File: src/rtl/sdram_ring_if.sv
// Bus bundle for sdram_ring: sample stream in/out, SDRAM request/response, flush and status.
// The slave modport is the ring itself; master is whatever drives it (controller plus stream ends).
// Optional macro SDRAM_RING_DROP_EN adds the sticky overflow flag.
interface sdram_ring_if;
  logic        s_valid;
  logic [15:0] s_data;
  logic        s_ready;
  logic        o_valid;
  logic [15:0] o_data;
  logic        o_ready;
  logic        avalid;
  logic        aready;
  logic        awe;
  logic [23:0] aaddr;
  logic [15:0] adata;
  logic        bvalid;
  logic        bwe;
  logic [15:0] bdata;
  logic        clear;
  logic [24:0] level;
  logic        full;
`ifdef SDRAM_RING_DROP_EN
  logic        overflow;
`endif

  modport slave (
`ifdef SDRAM_RING_DROP_EN
    output overflow,
`endif
    input  s_valid, s_data, o_ready, aready, bvalid, bwe, bdata, clear,
    output s_ready, o_valid, o_data, avalid, awe, aaddr, adata, level, full
  );

  modport master (
`ifdef SDRAM_RING_DROP_EN
    input  overflow,
`endif
    output s_valid, s_data, o_ready, aready, bvalid, bwe, bdata, clear,
    input  s_ready, o_valid, o_data, avalid, awe, aaddr, adata, level, full
  );
endinterface

File: src/rtl/sdram_ring.sv
// SDRAM-backed sample FIFO. Writes go to wr_ptr, reads are fetched from rd_ptr into a small
// output buffer whose space is reserved by a read-credit count. Writes win arbitration.
// Optional macro SDRAM_RING_DROP_EN: never backpressure, drop samples that cannot be taken
// and raise a sticky overflow flag.
module sdram_ring #(
  parameter int unsigned OBUF_DEPTH = 4
) (
  input logic         clk,
  input logic         rst,
  sdram_ring_if.slave bus
);
  localparam int unsigned CntW = $clog2(OBUF_DEPTH + 1);
  localparam int unsigned IdxW = (OBUF_DEPTH > 1) ? $clog2(OBUF_DEPTH) : 1;
  localparam logic [24:0] LevelFull = 25'h1000000;

  logic            req_valid_q, req_valid_d, req_we_q, req_we_d;
  logic [23:0]     req_addr_q, req_addr_d, wr_ptr_q, wr_ptr_d, rd_ptr_q, rd_ptr_d;
  logic [15:0]     req_data_q, req_data_d;
  logic [24:0]     level_q, level_d;
  logic [CntW-1:0] rd_out_q, rd_out_d, disc_q, disc_d, ob_cnt_q, ob_cnt_d;
  logic [CntW-1:0] rd_out_after, disc_after;
  logic [CntW+1:0] credit_used;
  logic [IdxW-1:0] ob_head_q, ob_head_d, ob_tail_q, ob_tail_d;
  logic [15:0]     ob_mem [OBUF_DEPTH];
  logic            full, loadable, wr_ok, wr_want, wr_load, rd_load;
  logic            resp_rd, disc_nz, drop_rd, ob_push, ob_pop;

  assign full     = (level_q == LevelFull);
  assign loadable = !req_valid_q || bus.aready;
  assign wr_ok    = loadable && !full && !bus.clear;
  assign wr_load  = bus.s_valid && wr_ok;
  // A full ring with a waiting sample must still drain, so only a takeable write blocks reads.
  assign wr_want  = bus.s_valid && !full;
  // Discarded responses still occupy the controller, so they consume credit too.
  assign credit_used = (CntW+2)'(rd_out_q) + (CntW+2)'(disc_q) + (CntW+2)'(ob_cnt_q);
  assign rd_load  = !wr_want && (level_q != '0) && (credit_used < (CntW+2)'(OBUF_DEPTH))
                    && loadable && !bus.clear;
  assign resp_rd  = bus.bvalid && !bus.bwe;
  assign disc_nz  = (disc_q != '0);
  assign drop_rd  = req_valid_q && !bus.aready && !req_we_q;
  assign ob_push  = resp_rd && !disc_nz && !bus.clear;
  assign ob_pop   = (ob_cnt_q != '0) && bus.o_ready && !bus.clear;

`ifdef SDRAM_RING_DROP_EN
  logic overflow_q, overflow_d;
  assign bus.s_ready  = !rst;
  assign bus.overflow = overflow_q;

  // Sticky overflow on the first sample that could not be taken.
  always_comb begin
    overflow_d = overflow_q | (bus.s_valid && !wr_ok && !bus.clear && !rst);
    if (bus.clear) overflow_d = 1'b0;
  end

  // Overflow flag register.
  always_ff @(posedge clk or posedge rst) begin
    if (rst) overflow_q <= 1'b0;
    else     overflow_q <= overflow_d;
  end
`else
  assign bus.s_ready = !rst && wr_ok;
`endif

  assign bus.avalid  = req_valid_q;
  assign bus.awe     = req_we_q;
  assign bus.aaddr   = req_addr_q;
  assign bus.adata   = req_data_q;
  assign bus.level   = level_q;
  assign bus.full    = full;
  assign bus.o_valid = (ob_cnt_q != '0);
  assign bus.o_data  = (ob_cnt_q != '0) ? ob_mem[ob_head_q] : '0;

  // Next state for request register, pointers, level, credit/discard and obuf indices.
  always_comb begin
    req_valid_d  = req_valid_q && !bus.aready;
    req_we_d     = req_we_q;
    req_addr_d   = req_addr_q;
    req_data_d   = req_data_q;
    wr_ptr_d     = wr_ptr_q + 24'(wr_load);
    rd_ptr_d     = rd_ptr_q + 24'(rd_load);
    level_d      = level_q + 25'(wr_load) - 25'(rd_load);
    rd_out_after = rd_out_q + CntW'(rd_load) - CntW'(resp_rd && !disc_nz);
    disc_after   = disc_q - CntW'(resp_rd && disc_nz);
    rd_out_d     = rd_out_after;
    disc_d       = disc_after;
    ob_head_d    = ob_head_q;
    ob_tail_d    = ob_tail_q;
    ob_cnt_d     = ob_cnt_q + CntW'(ob_push) - CntW'(ob_pop);
    if (ob_push) ob_tail_d = (ob_tail_q == IdxW'(OBUF_DEPTH - 1)) ? '0 : ob_tail_q + IdxW'(1);
    if (ob_pop)  ob_head_d = (ob_head_q == IdxW'(OBUF_DEPTH - 1)) ? '0 : ob_head_q + IdxW'(1);
    if (wr_load) begin
      req_valid_d = 1'b1;
      req_we_d    = 1'b1;
      req_addr_d  = wr_ptr_q;
      req_data_d  = bus.s_data;
    end else if (rd_load) begin
      req_valid_d = 1'b1;
      req_we_d    = 1'b0;
      req_addr_d  = rd_ptr_q;
    end
    if (bus.clear) begin
      // A read still parked in the register never reaches the controller, so it owes nothing.
      req_valid_d = 1'b0;
      wr_ptr_d    = '0;
      rd_ptr_d    = '0;
      level_d     = '0;
      disc_d      = disc_after + rd_out_after - CntW'(drop_rd);
      rd_out_d    = '0;
      ob_head_d   = '0;
      ob_tail_d   = '0;
      ob_cnt_d    = '0;
    end
  end

  // State registers with asynchronous reset.
  always_ff @(posedge clk or posedge rst) begin
    if (rst) begin
      req_valid_q <= 1'b0;
      req_we_q    <= 1'b0;
      req_addr_q  <= '0;
      req_data_q  <= '0;
      wr_ptr_q    <= '0;
      rd_ptr_q    <= '0;
      level_q     <= '0;
      rd_out_q    <= '0;
      disc_q      <= '0;
      ob_head_q   <= '0;
      ob_tail_q   <= '0;
      ob_cnt_q    <= '0;
    end else begin
      req_valid_q <= req_valid_d;
      req_we_q    <= req_we_d;
      req_addr_q  <= req_addr_d;
      req_data_q  <= req_data_d;
      wr_ptr_q    <= wr_ptr_d;
      rd_ptr_q    <= rd_ptr_d;
      level_q     <= level_d;
      rd_out_q    <= rd_out_d;
      disc_q      <= disc_d;
      ob_head_q   <= ob_head_d;
      ob_tail_q   <= ob_tail_d;
      ob_cnt_q    <= ob_cnt_d;
    end
  end

  // Output buffer storage; contents are only observed while counted valid.
  always_ff @(posedge clk) begin
    if (ob_push) ob_mem[ob_tail_q] <= bus.bdata;
  end

  // Arbitration makes simultaneous write and read loads impossible.
  a_no_dual_load: assert property (@(posedge clk) disable iff (rst) !(wr_load && rd_load));
  // Credit accounting keeps the output buffer from overflowing.
  a_obuf_no_ovf: assert property (@(posedge clk) disable iff (rst)
    !(ob_push && !ob_pop && ob_cnt_q == CntW'(OBUF_DEPTH)));
endmodule
File: src/flat_wrapper.sv
// flat-port wrapper written by rule: the top's interface ports become plain ports
module sdram_ring_flat 
#(
  parameter int unsigned OBUF_DEPTH = 4
)
  (clk, rst, bus_s_valid, bus_s_data, bus_o_ready, bus_aready, bus_bvalid, bus_bwe, bus_bdata, bus_clear, bus_s_ready, bus_o_valid, bus_o_data, bus_avalid, bus_awe, bus_aaddr, bus_adata, bus_level, bus_full);
  sdram_ring_if bus_i ();
  input logic clk;
  input logic rst;
  input wire logic [$bits(bus_i.s_valid)-1:0] bus_s_valid;
  input wire logic [$bits(bus_i.s_data)-1:0] bus_s_data;
  input wire logic [$bits(bus_i.o_ready)-1:0] bus_o_ready;
  input wire logic [$bits(bus_i.aready)-1:0] bus_aready;
  input wire logic [$bits(bus_i.bvalid)-1:0] bus_bvalid;
  input wire logic [$bits(bus_i.bwe)-1:0] bus_bwe;
  input wire logic [$bits(bus_i.bdata)-1:0] bus_bdata;
  input wire logic [$bits(bus_i.clear)-1:0] bus_clear;
  output wire logic [$bits(bus_i.s_ready)-1:0] bus_s_ready;
  output wire logic [$bits(bus_i.o_valid)-1:0] bus_o_valid;
  output wire logic [$bits(bus_i.o_data)-1:0] bus_o_data;
  output wire logic [$bits(bus_i.avalid)-1:0] bus_avalid;
  output wire logic [$bits(bus_i.awe)-1:0] bus_awe;
  output wire logic [$bits(bus_i.aaddr)-1:0] bus_aaddr;
  output wire logic [$bits(bus_i.adata)-1:0] bus_adata;
  output wire logic [$bits(bus_i.level)-1:0] bus_level;
  output wire logic [$bits(bus_i.full)-1:0] bus_full;
  assign bus_i.s_valid = bus_s_valid;
  assign bus_i.s_data = bus_s_data;
  assign bus_i.o_ready = bus_o_ready;
  assign bus_i.aready = bus_aready;
  assign bus_i.bvalid = bus_bvalid;
  assign bus_i.bwe = bus_bwe;
  assign bus_i.bdata = bus_bdata;
  assign bus_i.clear = bus_clear;
  assign bus_s_ready = bus_i.s_ready;
  assign bus_o_valid = bus_i.o_valid;
  assign bus_o_data = bus_i.o_data;
  assign bus_avalid = bus_i.avalid;
  assign bus_awe = bus_i.awe;
  assign bus_aaddr = bus_i.aaddr;
  assign bus_adata = bus_i.adata;
  assign bus_level = bus_i.level;
  assign bus_full = bus_i.full;
  sdram_ring #(.OBUF_DEPTH(OBUF_DEPTH)) u_core (.clk(clk), .rst(rst), .bus(bus_i));
endmodule
File: config.mk
export PLATFORM = sky130hd
export DESIGN_NAME = sdram_ring_flat
export DESIGN_NICKNAME = d
export VERILOG_FILES = /design/src/rtl/sdram_ring_if.sv /design/src/rtl/sdram_ring.sv /design/src/flat_wrapper.sv
export SDC_FILE = /design/constraint.sdc
export NUM_CORES = 1
export LEC_CHECK = 0
export CORE_ASPECT_RATIO = 0.9
export CORE_UTILIZATION = 45
export DETAILED_ROUTE_END_ITERATION = 8
export PLACE_DENSITY = 0.67
export SYNTH_ARGS = -nofsm -noshare
export SYNTH_HDL_FRONTEND = slang
export SYNTH_SLANG_ARGS = --single-unit
export TNS_END_PERCENT = 10
File: constraint.sdc
create_clock -name clk -period 4.6 [get_ports clk]
set_clock_uncertainty 0.1 [all_clocks]
set_input_delay 0.92 -clock clk [delete_from_list [all_inputs] [get_ports clk]]
set_output_delay 0.92 -clock clk [all_outputs]
set_load 0.02 [all_outputs]
==> impl_results.md, run 1 <==
- Die Y-Extent: 143 um
- Vias per cell: 5.16
- Post-synth top area share: 32.2%
- Die ar.: 0.0227 mm^2
- I/O Buffers: 125
- Final setup viols: 0
- Antenna diode count: 0
- Antenna viol nets, final: 0
- Worst reg-to-reg path cell count: 18
- Sequential Power Share: 29.2%
- Power per cell area: 598 mW/mm^2
- Ys flop type: dfrtp_1
- Synth Area in Simple Gates: 14.8%
- CP Class: flop to flop
- Fmax: 225 MHz
- Vias in the first global route: 6,707
- Min-delay worst type: flop to flop
- Final Cycle Share: 96.7%
- Drt initial violations: 421
- Post-Syn Area: 0.00996 mm^2
- Ys async rst share: 66.7%
- Hold buffers post-CTS: 0
- H-Tree Depth: 4
- Cells after Synth: 877
- Initial antenna violation count: 0
- Largest net degree at the start of global routing: 89
- GPL Wtd Cong: 0.853
- Design Power: 7.29 mW
- Max-Cap Viols: 0
- Core Area: 0.0217 mm^2
- Pleak: 5.04 nW
- Routed WL: 21,000 um
- Outcome: completed
- Critical Path End Type: flop
- Finished Layout Cells: 1,311
- Clk sinks: 192
- Clock share of power: 21.0%
- Grt ovf: 0
- Comb pwr share: 49.8%
- Worst skew pair latency: 0.44 ns
- Largest family of logic cells by synthesized area: simple AND/OR/NAND/NOR gates
- First-pass GRT wire length: 34,600 um
- DRT Pass-1 Iters: 5
- Drc violations: 0
- Seq/Total Area, Yosys: 51.4%
- Row cnt: 51
- Number of fill cells: 1,838
- Detailed-route via count: 6,767
- Post-synthesis adder-cell area fraction: 8.41%
- Area occupied by multi-input gates: 0.00449 mm^2
- Wire per inst: 16.0 um
- Top cells by area, synth: dfrtp_1 (32%), edfxtp_1 (19%), ha_1 (7.4%)
- CTS Root Cell: clkbuf_16
- Synth Area per Inst: 11.4 um^2
- CTS buffer count: 17
- Synth Warn #: 0
- Layout area overhead: 22.4%
- Mapped Nets: 981
- Register Area: 0.00512 mm^2
- Initial core utilization: 45.9%
- Die width: 159 um
- Clock buffer depth: 2
- PnR worst setup slack: 0.153 ns
- Reg clk slew, reported paths: 0.07 ns
- Post-route minimum period: 4.45 ns
- Yosys top cell by area: dfrtp_1
- Post-Place Cells: 1,275
- Crit Path Max Fanout: 3
- All-layer global routing usage: 19.2%
- Hold Violations, Final: 0
- Post-DP HPWL: 14,200 um
- Crit start category: flop
- Placement Setup Slack: 0.00179 ns
- Critical Path AT: 4.66 ns
- Post-synth EDFFs: 64
- CTS tree: yes
- Nets: 1,111
- Synth Area in Compound Gates: 7.01%
- Seq cells post-synth: 192
- Tightest Pin Transition: 0.962 ns
- Sw power: 2.86 mW
- Net Sw Frac: 39.3%
- Required time worst endpoint: 4.81 ns
- Final Max Slew Viols: 0
- Multiplexer share of the synthesized area: 9.24%
- Synth Area in XOR/XNOR: 5.19%
- Hold Path Depth: 2
- VDD IR max: 0.405 mV
- Layout cell share with drive strength beyond 1: 10.5%
- I/O pin cnt: 126
- Library cells used by synthesis: 67
- Cell-internal power: 4.43 mW
- Max-slew headroom at the worst pin: 35.9%
[registers in the layout, indices dropped and copies added, names as in the netlist]
signal             count
u_core.disc_q          3
u_core.ob_mem         64
u_core.bus.adata      16
u_core.wr_ptr_q       24
u_core.rd_ptr_q       24
u_core.bus.aaddr      24
u_core.rd_out_q        3
u_core.ob_tail_q       2
u_core.ob_head_q       2
u_core.ob_cnt_q        3
u_core.bus.level      25
u_core.bus.awe         1
u_core.bus.avalid      1
[placed cells by master (no fill, tap or decap), drive strengths merged, types with 17 or more instances in the layout]
| master | n |
|---|---|
| a21oi | 32 |
| and2 | 22 |
| clkbuf | 17 |
| clkdlybuf4s50 | 124 |
| dfrtp | 128 |
| edfxtp | 64 |
| ha | 59 |
| inv | 74 |
| mux2 | 23 |
| mux2i | 26 |
| nand2 | 66 |
| nand3 | 19 |
| nor2 | 89 |
| nor2b | 25 |
| o21ai | 44 |
| xnor2 | 28 |
| xor2 | 31 |
[critical path, stage by stage, from the launching register on]
cell	delay [ns]
dfrtp_1	0.40
ha_1	0.24
fa_1	0.39
xor2_1	0.19
ha_1	0.32
nor4_4	0.15
o2111ai_2	0.18
a21oi_4	0.18
ha_1	0.25
inv_1	0.06
ha_2	0.19
inv_1	0.06
fa_1	0.38
nor2b_2	0.16
o211a_1	0.20
o31a_1	0.23
a21oi_2	0.10
o21ba_2	0.22
mux2_1	0.31
[cell type report]
cell class / count / share of cell area [%]
clock buffer: 17 / 3.49
clock inverter: 15 / 1.47
inverter: 63 / 1.96
multi-input combinational: 595 / 36.8
sequential: 192 / 42.0
tap: 291 / 2.99
timing repair buffer: 138 / 11.2
[cell usage after synthesis (2+ instances only)]
cell,number
mux4_2,16
buf_6,3
o21ai_0,24
and2b_1,2
a311oi_1,2
a21oi_1,30
ha_1,59
nor3_1,12
o31ai_1,2
and3_1,9
mux2_2,11
a31oi_1,4
inv_1,63
a21o_1,7
buf_2,2
mux2i_1,26
or2_2,3
xor2_1,31
fa_1,5
nor2b_1,25
and4_1,4
mux2_4,11
nand3_1,19
xnor2_1,28
nand4_1,10
o21ba_2,2
and2_1,22
clkbuf_1,18
a211oi_1,3
buf_1,2
o21a_1,2
nand2b_1,8
edfxtp_1,64
nor3b_1,3
or3_1,10
nor2_1,89
nand2_1,66
o21ai_1,19
nand3b_1,5
dfrtp_1,128
a21oi_2,2
[power groups by stage]
stage / registers [mW] / logic [mW] / clock network [mW]
CTS: 2.13 / 3.50 / 1.57
global route: 2.16 / 4.00 / 1.64
global placement: 2.16 / 3.46 / 0
finish: 2.13 / 3.63 / 1.53
floorplan: 2.28 / 2.37 / 0
detailed placement: 2.16 / 3.47 / 0
[per-stage QoR]
stage          setup TNS [ns]  hold slack [ns]  util, %  area [um^2]
2_1_floorplan               0            0.359        -         9960
6_report                    0            0.403     56.2        12200
4_1_cts               -0.0319            0.410     55.8        12100
3_3_place_gp                0            0.384     53.1        11500
5_1_grt               -0.0275            0.434     56.2        12200
3_5_place_dp                0            0.389     53.1        11500
[cell families (layout without fill, tap and decap cells)]
| family | count (synthesis) | count (layout) |
|---|---|---|
| AND/OR/NAND/NOR | 295 | 295 |
| AO/OA/AOI/OAI | 112 | 112 |
| adder cells (fa/ha/maj) | 64 | 64 |
| buffers and inverters | 90 | 233 |
| multiplexers | 65 | 65 |
| flip-flops | 192 | 192 |
| XOR/XNOR | 59 | 59 |
[path summary, 6_finish.rpt]
path / endpoint / from / slack (ns)
max: u_core.bus.level[16] / u_core.disc_q[0] / 0.15
min: u_core.bus.aaddr[23] / u_core.wr_ptr_q[23] / 0.40
max reg2reg: u_core.bus.level[16] / u_core.disc_q[0] / 0.15
min reg2reg: u_core.bus.aaddr[23] / u_core.wr_ptr_q[23] / 0.40
max in group asynchronous: u_core.rd_ptr_q[4] / rst / 2.64
min in group asynchronous: u_core.bus.avalid / rst / 0.93
[timing repair]
action,CTS,global route
setup buffers,0,4
endpoints found under the setup margin,2,13
cloned,0,0
pin swaps,0,5
resized for setup,0,10
[layer usage]
| layer | share of wire [%] | up-vias | GRT usage (%) | routed length [um] |
|---|---|---|---|---|
| met5 | 0 | - | 0 | 0 |
| met4 | 0.84 | 0 | 4.39 | 176 |
| met3 | 3.8 | 18 | 4.07 | 806 |
| met2 | 45 | 146 | 29.7 | 9360 |
| met1 | 51 | 3303 | 27.6 | 10700 |
| li1 | - | 3300 | - | - |
Power figures use the tool's default switching activity.
==> inputs of run 2 (changes only) <==
CTS_CLUSTER_DIAMETER = 40   (was default)
CTS_CLUSTER_SIZE = 24   (was default)
==> results of run 2 <==
Final layout, timing and power as in run 1 (identical DEF).
